==> src/rtl/axi_hp_perf_pkg.sv <==
// rtl/axi_hp_perf_pkg.sv - shared constants and types for the HP write-bandwidth engine
package axi_hp_perf_pkg;

    localparam logic [2:0] REG_ID     = 3'd0;
    localparam logic [2:0] REG_CTRL   = 3'd1;
    localparam logic [2:0] REG_ADDR   = 3'd2;
    localparam logic [2:0] REG_LEN    = 3'd3;
    localparam logic [2:0] REG_CYCLES = 3'd4;
    localparam logic [2:0] REG_BEATS  = 3'd5;
    localparam logic [2:0] REG_BERR   = 3'd6;
    localparam logic [15:0] NUM_REGS  = 16'd7;

    localparam int CTRL_START_BIT = 0;
    localparam int CTRL_ABORT_BIT = 1;
    localparam int CTRL_BUSY_BIT  = 0;
    localparam int CTRL_DONE_BIT  = 1;

    localparam int BURST_LEN = 16;
    localparam logic [3:0] AXI_AWLEN      = 4'(BURST_LEN - 1);
    localparam logic [2:0] AXI_AWSIZE     = 3'd3;
    localparam logic [1:0] AXI_BURST_INCR = 2'b01;

    typedef enum logic [1:0] {
        ST_IDLE   = 2'd0,
        ST_RUN    = 2'd1,
        ST_WAIT_B = 2'd2
    } state_e;

endpackage

==> src/rtl/axi_hp_perf_regs.sv <==
// rtl/axi_hp_perf_regs.sv - internal-bus decode and register file
module axi_hp_perf_regs
    import axi_hp_perf_pkg::*;
#(
    parameter int unsigned BASEADDR = 0,
    parameter logic [31:0] ID_VALUE = 32'hA0E1_0001
) (
    input  logic        clk,
    input  logic        rst,
    input  logic [15:0] bus_addr,
    input  logic        bus_wr,
    input  logic        bus_rd,
    input  logic [31:0] bus_wdata,
    output logic [31:0] bus_rdata,
    output logic        start_pulse,
    output logic        abort_pulse,
    output logic [31:0] base_addr,
    output logic [15:0] len,
    input  logic        busy,
    input  logic        done,
    input  logic [31:0] cycles,
    input  logic [31:0] beats,
    input  logic [31:0] berr
);

    localparam logic [15:0] BASE = 16'(BASEADDR);

    logic [31:0] addr_q, addr_d;
    logic [15:0] len_q, len_d;
    logic        start_q, start_d;
    logic        abort_q, abort_d;
    logic [31:0] rdata_q, rdata_d;

    logic [15:0] off;
    logic        hit;
    logic        start_eff;
    logic [31:0] ctrl_rd;

    assign off = bus_addr - BASE;
    assign hit = off < NUM_REGS;

    // A start pending this cycle makes the engine busy next cycle; reflect it so a read never sees a stale idle
    assign start_eff = start_q & ~abort_q;

    always_comb begin
        ctrl_rd = '0;
        ctrl_rd[CTRL_BUSY_BIT] = busy | start_eff;
        ctrl_rd[CTRL_DONE_BIT] = done & ~start_eff;
    end

    // Register writes, control pulses and registered read data
    always_comb begin
        addr_d  = addr_q;
        len_d   = len_q;
        start_d = 1'b0;
        abort_d = 1'b0;
        rdata_d = rdata_q;
        if (bus_wr && hit) begin
            case (off[2:0])
                REG_CTRL: begin
                    start_d = bus_wdata[CTRL_START_BIT];
                    abort_d = bus_wdata[CTRL_ABORT_BIT];
                end
                REG_ADDR: addr_d = {bus_wdata[31:7], 7'b0};
                REG_LEN:  len_d  = bus_wdata[15:0];
                default:  ;
            endcase
        end
        if (bus_rd) begin
            rdata_d = '0;
            if (hit) begin
                case (off[2:0])
                    REG_ID:     rdata_d = ID_VALUE;
                    REG_CTRL:   rdata_d = ctrl_rd;
                    REG_ADDR:   rdata_d = addr_q;
                    REG_LEN:    rdata_d = {16'b0, len_q};
                    REG_CYCLES: rdata_d = cycles;
                    REG_BEATS:  rdata_d = beats;
                    REG_BERR:   rdata_d = berr;
                    default:    rdata_d = '0;
                endcase
            end
        end
    end

    // Register state
    always_ff @(posedge clk or posedge rst) begin
        if (rst) begin
            addr_q  <= '0;
            len_q   <= '0;
            start_q <= 1'b0;
            abort_q <= 1'b0;
            rdata_q <= '0;
        end else begin
            addr_q  <= addr_d;
            len_q   <= len_d;
            start_q <= start_d;
            abort_q <= abort_d;
            rdata_q <= rdata_d;
        end
    end

    assign bus_rdata   = rdata_q;
    assign start_pulse = start_q;
    assign abort_pulse = abort_q;
    assign base_addr   = addr_q;
    assign len         = len_q;

endmodule

==> src/rtl/axi_hp_perf.sv <==
// rtl/axi_hp_perf.sv - AXI HP write-bandwidth engine: FSM, channel counters and statistics
module axi_hp_perf
    import axi_hp_perf_pkg::*;
#(
    parameter int unsigned BASEADDR = 0,
    parameter logic [31:0] ID_VALUE = 32'hA0E1_0001
) (
    input  logic        clk,
    input  logic        rst,
    input  logic [15:0] bus_addr,
    input  logic        bus_wr,
    input  logic        bus_rd,
    input  logic [31:0] bus_wdata,
    output logic [31:0] bus_rdata,
    output logic [31:0] axi_hp_awaddr,
    output logic [3:0]  axi_hp_awlen,
    output logic [2:0]  axi_hp_awsize,
    output logic [1:0]  axi_hp_awburst,
    output logic        axi_hp_awvalid,
    input  logic        axi_hp_awready,
    output logic [63:0] axi_hp_wdata,
    output logic [7:0]  axi_hp_wstrb,
    output logic        axi_hp_wlast,
    output logic        axi_hp_wvalid,
    input  logic        axi_hp_wready,
    input  logic [1:0]  axi_hp_bresp,
    input  logic        axi_hp_bvalid,
    output logic        axi_hp_bready,
    output logic        axi_hp_arvalid,
    output logic        axi_hp_rready
);

    state_e      state_q, state_d;
    logic [31:0] run_base_q, run_base_d;
    logic [12:0] bursts_q, bursts_d;
    logic [12:0] aw_cnt_q, aw_cnt_d;
    logic [16:0] w_cnt_q, w_cnt_d;
    logic [12:0] b_cnt_q, b_cnt_d;
    logic [31:0] cycles_q, cycles_d;
    logic [31:0] beats_q, beats_d;
    logic [31:0] berr_q, berr_d;
    logic        done_q, done_d;

    logic        start_pulse, abort_pulse;
    logic [31:0] base_addr;
    logic [15:0] len;
    logic        start_go, running;
    logic        aw_all, w_all;
    logic        aw_hs, w_hs, b_hs;
    logic [16:0] total_beats;

    axi_hp_perf_regs #(
        .BASEADDR (BASEADDR),
        .ID_VALUE (ID_VALUE)
    ) u_regs (
        .clk         (clk),
        .rst         (rst),
        .bus_addr    (bus_addr),
        .bus_wr      (bus_wr),
        .bus_rd      (bus_rd),
        .bus_wdata   (bus_wdata),
        .bus_rdata   (bus_rdata),
        .start_pulse (start_pulse),
        .abort_pulse (abort_pulse),
        .base_addr   (base_addr),
        .len         (len),
        .busy        (state_q != ST_IDLE),
        .done        (done_q),
        .cycles      (cycles_q),
        .beats       (beats_q),
        .berr        (berr_q)
    );

    assign total_beats = {bursts_q, 4'b0000};
    assign aw_all      = aw_cnt_q == bursts_q;
    assign w_all       = w_cnt_q == total_beats;
    assign start_go    = start_pulse & ~abort_pulse & (state_q == ST_IDLE);
    assign running     = state_q != ST_IDLE;
    assign aw_hs       = axi_hp_awvalid & axi_hp_awready;
    assign w_hs        = axi_hp_wvalid & axi_hp_wready;
    // bready is tied high, so any bvalid while a run is live is a handshake
    assign b_hs        = axi_hp_bvalid & running;

    // FSM state register
    always_ff @(posedge clk or posedge rst) begin
        if (rst) state_q <= ST_IDLE;
        else     state_q <= state_d;
    end

    // FSM next state
    always_comb begin
        state_d = state_q;
        case (state_q)
            ST_IDLE:   if (start_go) state_d = ST_RUN;
            ST_RUN: begin
                if (abort_pulse)         state_d = ST_IDLE;
                else if (aw_all && w_all) state_d = ST_WAIT_B;
            end
            ST_WAIT_B: begin
                if (abort_pulse)              state_d = ST_IDLE;
                else if (b_cnt_d == bursts_q) state_d = ST_IDLE;
            end
            default:   state_d = ST_IDLE;
        endcase
    end

    // FSM outputs: AW/W channels driven straight from held counters, so payload stays stable under stall
    always_comb begin
        axi_hp_awvalid = (state_q == ST_RUN) & ~aw_all;
        axi_hp_wvalid  = (state_q == ST_RUN) & ~w_all;
        axi_hp_awaddr  = axi_hp_awvalid ? run_base_q + 32'({aw_cnt_q, 7'b0}) : '0;
        axi_hp_awlen   = axi_hp_awvalid ? AXI_AWLEN : '0;
        axi_hp_awsize  = axi_hp_awvalid ? AXI_AWSIZE : '0;
        axi_hp_awburst = axi_hp_awvalid ? AXI_BURST_INCR : '0;
        axi_hp_wdata   = axi_hp_wvalid ? 64'(w_cnt_q) : '0;
        axi_hp_wstrb   = axi_hp_wvalid ? 8'hFF : '0;
        axi_hp_wlast   = axi_hp_wvalid & (w_cnt_q[3:0] == 4'hF);
        axi_hp_bready  = 1'b1;
        axi_hp_arvalid = 1'b0;
        axi_hp_rready  = 1'b1;
    end

    // Run counters and statistics; abort freezes them where they stand
    always_comb begin
        run_base_d = run_base_q;
        bursts_d   = bursts_q;
        aw_cnt_d   = aw_cnt_q;
        w_cnt_d    = w_cnt_q;
        b_cnt_d    = b_cnt_q;
        cycles_d   = cycles_q;
        beats_d    = beats_q;
        berr_d     = berr_q;
        done_d     = done_q;
        if (start_go) begin
            run_base_d = base_addr;
            bursts_d   = {1'b0, len[15:4]} + 13'd1;
            aw_cnt_d   = '0;
            w_cnt_d    = '0;
            b_cnt_d    = '0;
            cycles_d   = '0;
            beats_d    = '0;
            berr_d     = '0;
            done_d     = 1'b0;
        end else if (abort_pulse) begin
            done_d = 1'b0;
        end else if (running) begin
            if (aw_hs) aw_cnt_d = aw_cnt_q + 13'd1;
            if (w_hs) begin
                w_cnt_d = w_cnt_q + 17'd1;
                beats_d = beats_q + 32'd1;
            end
            if (b_hs) begin
                b_cnt_d = b_cnt_q + 13'd1;
                if (axi_hp_bresp != 2'b00) berr_d = berr_q + 32'd1;
            end
            if (cycles_q != 32'hFFFF_FFFF) cycles_d = cycles_q + 32'd1;
            if (state_q == ST_WAIT_B && b_cnt_d == bursts_q) done_d = 1'b1;
        end
    end

    // Counter state
    always_ff @(posedge clk or posedge rst) begin
        if (rst) begin
            run_base_q <= '0;
            bursts_q   <= '0;
            aw_cnt_q   <= '0;
            w_cnt_q    <= '0;
            b_cnt_q    <= '0;
            cycles_q   <= '0;
            beats_q    <= '0;
            berr_q     <= '0;
            done_q     <= 1'b0;
        end else begin
            run_base_q <= run_base_d;
            bursts_q   <= bursts_d;
            aw_cnt_q   <= aw_cnt_d;
            w_cnt_q    <= w_cnt_d;
            b_cnt_q    <= b_cnt_d;
            cycles_q   <= cycles_d;
            beats_q    <= beats_d;
            berr_q     <= berr_d;
            done_q     <= done_d;
        end
    end

endmodule

==> config.mk <==
export PLATFORM = sky130hd
export DESIGN_NAME = axi_hp_perf
export DESIGN_NICKNAME = d
export VERILOG_FILES = /design/src/rtl/axi_hp_perf_pkg.sv /design/src/rtl/axi_hp_perf_regs.sv /design/src/rtl/axi_hp_perf.sv
export SDC_FILE = /design/constraint.sdc
export NUM_CORES = 1
export LEC_CHECK = 0
export BUFFER_PORTS_ARGS = -buffer_cell sky130_fd_sc_hd__buf_2
export CAP_MARGIN = 20
export CORE_AREA = 2 2 228 208
export CTS_CLUSTER_SIZE = 20
export DETAILED_ROUTE_END_ITERATION = 8
export DIE_AREA = 0 0 230 210
export PLACE_DENSITY = 0.59
export SYNTH_ARGS = -nofsm -noshare
export SYNTH_HDL_FRONTEND = slang
export SYNTH_HIERARCHICAL = 1
export SYNTH_SLANG_ARGS = --single-unit
==> constraint.sdc <==
create_clock -name clk -period 5.4 [get_ports clk]
set_input_delay 0.54 -clock clk [delete_from_list [all_inputs] [get_ports clk]]
set_output_delay 0.54 -clock clk [all_outputs]
set_load 0.02 [all_outputs]
Word level (Yosys, flattened, before mapping)
Index checks and enable logic that the tools add are counted.
{"block": "totals", "register_bits": 255, "output_inout_bits": 151, "inputBits": 57, "wordCells": 129}
{"block": "classes", "n_bitwise": 14, "n_mux": 50, "add_sub_neg": 8, "n_reduce_logical": 23, "eq_ne": 18, "n_lt_le_gt_ge": 1}
{"op": "$mux W32", "n": 15}
{"op": "$pmux W32 S7", "n": 1}
{"op": "$mux W13", "n": 11}
{"op": "$add A32 B1 Y32 const B", "n": 3}
{"op": "$mux W17", "n": 5}
{"op": "$eq A13 B13 Y1", "n": 3}
{"op": "$add A32 B20 Y32", "n": 1}
{"op": "$ne A32 B32 Y1 const B", "n": 1}
{"op": "$add A13 B1 Y13 const B", "n": 2}
{"op": "$add A17 B1 Y17 const B", "n": 1}
{"op": "$eq A17 B17 Y1", "n": 1}
{"op": "$lt A16 B3 Y1 const B", "n": 1}
{"op": "$reduce_bool A2 Y1", "n": 8}
{"op": "$add A12 B1 Y13 const B", "n": 1}
{"op": "$mux W2", "n": 6}
{"op": "$reduce_and A3 Y1", "n": 4}
{"op": "$and A1 B1 Y1", "n": 9}
{"op": "$eq A3 B3 Y1 const B", "n": 3}
{"op": "$mux W1", "n": 9}
{"op": "$mux W8", "n": 1}
{"op": "$eq A3 B2 Y1 const B", "n": 2}
{"op": "$ne A3 B2 Y1 const B", "n": 2}
{"op": "$pmux W2 S3", "n": 1}
{"op": "$reduce_and A2 Y1", "n": 3}
{"op": "13 further kinds", "n": 20}

Logic depth before layout (Yosys ltp)
{"block": "depth", "word_depth": 13, "depth_mapped": 12, "mapped_depth_nobuf": 9}

Hierarchy
The synthesis kept the hierarchy.
{"module": "axi_hp_perf", "cells_per_inst": 1397, "n_inst": 1, "seq_area_each_um2": 4679.5, "area_each_um2": 11823.8}
{"module": "axi_hp_perf_regs", "cells_per_inst": 363, "n_inst": 1, "seq_area_each_um2": 1876.8, "area_each_um2": 4075.2}

Least setup slack after synthesis
OpenSTA, ideal clock, no wires.
{"block": "synth_timing", "path_kind": "reg-to-output", "startpoint": "register aw_cnt_q[0]", "endpoint": "output port axi_hp_awaddr[17]", "path_buffers": 0, "path_stages_with_launch": 8, "setup_slack_ns": 1.649, "arrival_ns": 3.211, "path_cell_list": "dfrtp_1 -> ha_1 -> fa_1 -> a21o_1 -> a21o_1 -> a2111oi_0 -> nor3_1 -> a2111oi_0"}
{"block": "synth_between", "elab_chain_cells": 4}
{"element": "from (decl)", "line_no": "axi_hp_perf.sv:36", "text": "logic [12:0] aw_cnt_q, aw_cnt_d;"}
{"element": "from (signal assigned)", "line_no": "axi_hp_perf.sv:176", "text": "aw_cnt_q <= aw_cnt_d;"}
{"element": "branches (longest 3 deep; another with $add A32 B20 Y32)"}
{"element": "$mux W32 *", "line_no": "axi_hp_perf.sv:111", "text": "axi_hp_awaddr = axi_hp_awvalid ? run_base_q + 32'({aw_cnt_q, 7'b0}) : '0;"}
{"element": "to (decl)", "line_no": "axi_hp_perf.sv:15", "text": "output logic [31:0] axi_hp_awaddr,"}
Every way passes the cells marked *.

Worst setup path after layout
{"block": "layout_timing", "startpoint": "register aw_cnt_q[0]", "endpoint": "output port axi_hp_awaddr[25]"}
Same word-level chain as after synthesis.

==> impl_metrics.yaml <==
place:
  dpl.cell_count: 2419
  globalplace.congestion: 0.910
  portBuffers: 155
  post-dp-hpwl_um: 33300
  placed_area_um2: 16800
critical_path:
  max_stage_delay_ns: 0.84
  r2r_cells: 7
  crit_type: "flop to primary output"
  reg2reg_to: "state_q[1]"
  endpoint_kind: "primary output"
  reg2reg_slack_ns: 1.67
  worst_setup_path_start_kind: "flop"
  worstPathCellList: "ha_1 -> fa_1 -> a21o_1 -> a21o_1 -> a2111oi_0 -> o311ai_0 -> a21oi_1 -> o21ai_0 -> a21oi_1 -> buf_2"
  r2r-start: "bursts_q[1]"
  arrival_ns: 4.39
  required_ns: 4.86
  crit_slowest_cell: "a2111oi_0"
  worstPathMaxFanout: 12
cts:
  clock_latency_ns: 0.57
  cts-hold-fix-buffers: 0
  ctsResizeCount: 0
  cts_buffers: 29
  clk_pin_slew_worst_paths_ns: 0.07
  tritoncts: "yes"
  cts.sinks: 262
  cts_root_buffer: "clkbuf_16"
  cts_htree_levels: 1
  clockBufferDepth: 3
  cts_setup_buffers: 0
sta:
  hold_viol_final: 0
  max-slew-margin-rel: 0.290
  tns_ns: 0
  drv_slew: 0
  worst_pin_slew_ns: 1.06
  period_needed_ns: 4.93
  fin_crit_sh: 0.913
  rsz0062_at_grt: "false"
  fmax_mhz: 203
  finalSetupViolCount: 0
  skew_ns: 0.0130
layout:
  fin_area_um2: 17700
  final_util: 0.385
  synthToLayoutAreaGrowth_pct: 11.2
  finalNonFillerCells: 2472
  drive_gt1_frac: 0.148
  antenna_cells: 0
  nets: 1913
route:
  num_vias: 13200
  vias_per_cell: 5.33
  route.detailed.drc: 0
  ant_nets: 0
  wl_per_cell_um: 18.8
  routed_wl_um: 46600
  first_pass_iters: 5
  drt_iter0_markers: 1107
global_routing:
  grt_max_degree: 162
  grt_pass1_vias: 12500
  grt_usage: 0.190
  grt_overflow: 0
  grt_first_pass_wirelength_um: 73300
  antenna_found_initial: 1
logic_synthesis:
  seq_area_frac_synth: 0.412
  synthArstFlopShare: 1.00
  synth_cell_types: 79
  synth_area_leaders: "dfrtp_1 (41%), xnor2_1 (5.4%), nand2_1 (4.7%)"
  synth_cells: 1760
  synth-edff-count: 0
  synth_top_area_share: 0.412
  synth-seq-cells: 262
  synth_top_cell_by_area: "dfrtp_1"
  syn_area_um2: 15900
  ys.flop_type: "dfrtp_1"
  yosys_warnings: 6
  yosysMostFrequentCell: "dfrtp_1"
  ys_top_cells_by_count: "dfrtp_1 (262), nand2_1 (197), nor2_1 (146), xnor2_1 (98), buf_4 (77)"
  avgSynthCellArea_um2: 9.03
pwr:
  powerDensity_nw_per_um2: 277
  power.leakage_nw: 7.96
  ir_drop_v: 0.000232
die:
  dieArea_um2: 48300
  coreArea_um2: 46000
  fp.dieH_um: 210
  pin_count: 208
  start_util: 0.346
  die_x_um: 230
  rows: 75
hold_path:
  hold_path.class: "primary input to asynchronous set/reset pin"
outcome:
  status: "finished, final reports clean"
job:
  drv_cap: 0
==> layer usage <==
layer / vias up / global-route usage / share of wire
met5: - / 0 / 0
met1: 6515 / 0.273 / 0.46
met2: 392 / 0.304 / 0.46
li1: 6187 / - / -
met4: 0 / 0.0472 / 0.025
met3: 70 / 0.0231 / 0.050
==> worst max-delay path: cells and delay by family (launching register included) <==
| kind | cells | cell delay (ns) |
|---|---|---|
| flops | 1 | 0.45 |
| fa+ha+maj | 2 | 0.67 |
| compound gates | 7 | 2.51 |
| buf+inv | 1 | 0.19 |
==> report_power, final <==
group | total [mW] | internal (mW) | switching [mW]
Clock | 1.97 | 1.14 | 0.825
Sequential | 2.19 | 2.05 | 0.146
Combinational | 0.731 | 0.272 | 0.459
Total | 4.89 | 3.46 | 1.43
==> flip-flops by register name, summed over array words and instances (netlist names) <==
name and flops:
beats_q 32, berr_q 32, cycles_q 32, run_base_q 32
u_regs/bus_rdata 32, u_regs/base_addr 25, w_cnt_q 17, u_regs/len 16
aw_cnt_q 13, b_cnt_q 13, bursts_q 13, state_q 2
done_q 1, u_regs/abort_pulse 1, u_regs/start_pulse 1
==> final cells by class <==
| cell class | instances | area, um^2 |
|---|---|---|
| clock buffers | 44 | 822 |
| clock inverters | 9 | 105 |
| fillers | 4621 | 28300 |
| inverters | 75 | 287 |
| multi-input cells | 1295 | 8220 |
| flip-flops and latches | 262 | 6560 |
| well taps | 616 | 771 |
| repair buffers | 171 | 921 |
==> cell families after synthesis <==
group / synth area share
flops: 0.412
xor+xnor: 0.0843
mux: 0.0630
other cells: 0.000708
fa+ha+maj: 0.0178
simple gates: 0.220
buf+inv: 0.0840
compound gates: 0.118
==> layout by cell type, fill, tap and decap left out, types with 21 or more instances in the layout <==
cell type	n
and3_1	31
inv_1	72
a221oi_1	22
nor2_1	146
xnor2_1	98
dfrtp_1	262
and2_1	36
buf_2	155
xor2_1	55
o21ai_0	70
a21oi_1	65
nand4_1	44
mux2i_1	31
nand3_1	62
nor4_1	35
mux2_2	28
conb_1	59
ha_1	21
nor3_1	21
nand2_1	197
o22ai_1	23
clkbuf_16	29
or3_1	35
==> worst max-delay path by stage <==
stage	from	endpoint
floorplan	aw_cnt_q[0]	axi_hp_awaddr[17]
global route	aw_cnt_q[0]	axi_hp_awaddr[25]
global placement	aw_cnt_q[0]	axi_hp_awaddr[31]
finish	aw_cnt_q[0]	axi_hp_awaddr[25]
detailed placement	aw_cnt_q[0]	axi_hp_awaddr[31]
CTS	aw_cnt_q[0]	axi_hp_awaddr[31]
==> metrics by stage <==
step                hold slack, ns  setup slack, ns  power, mW
floorplan                    0.439             1.65       2.76
global placement             0.453             1.19       2.94
detailed placement           0.456             1.13       2.94
CTS                         0.0458            0.518       4.93
global route                0.0734            0.105       5.11
finish                      0.0482            0.468       4.89
No activity file was read; power rests on OpenSTA's default activity.
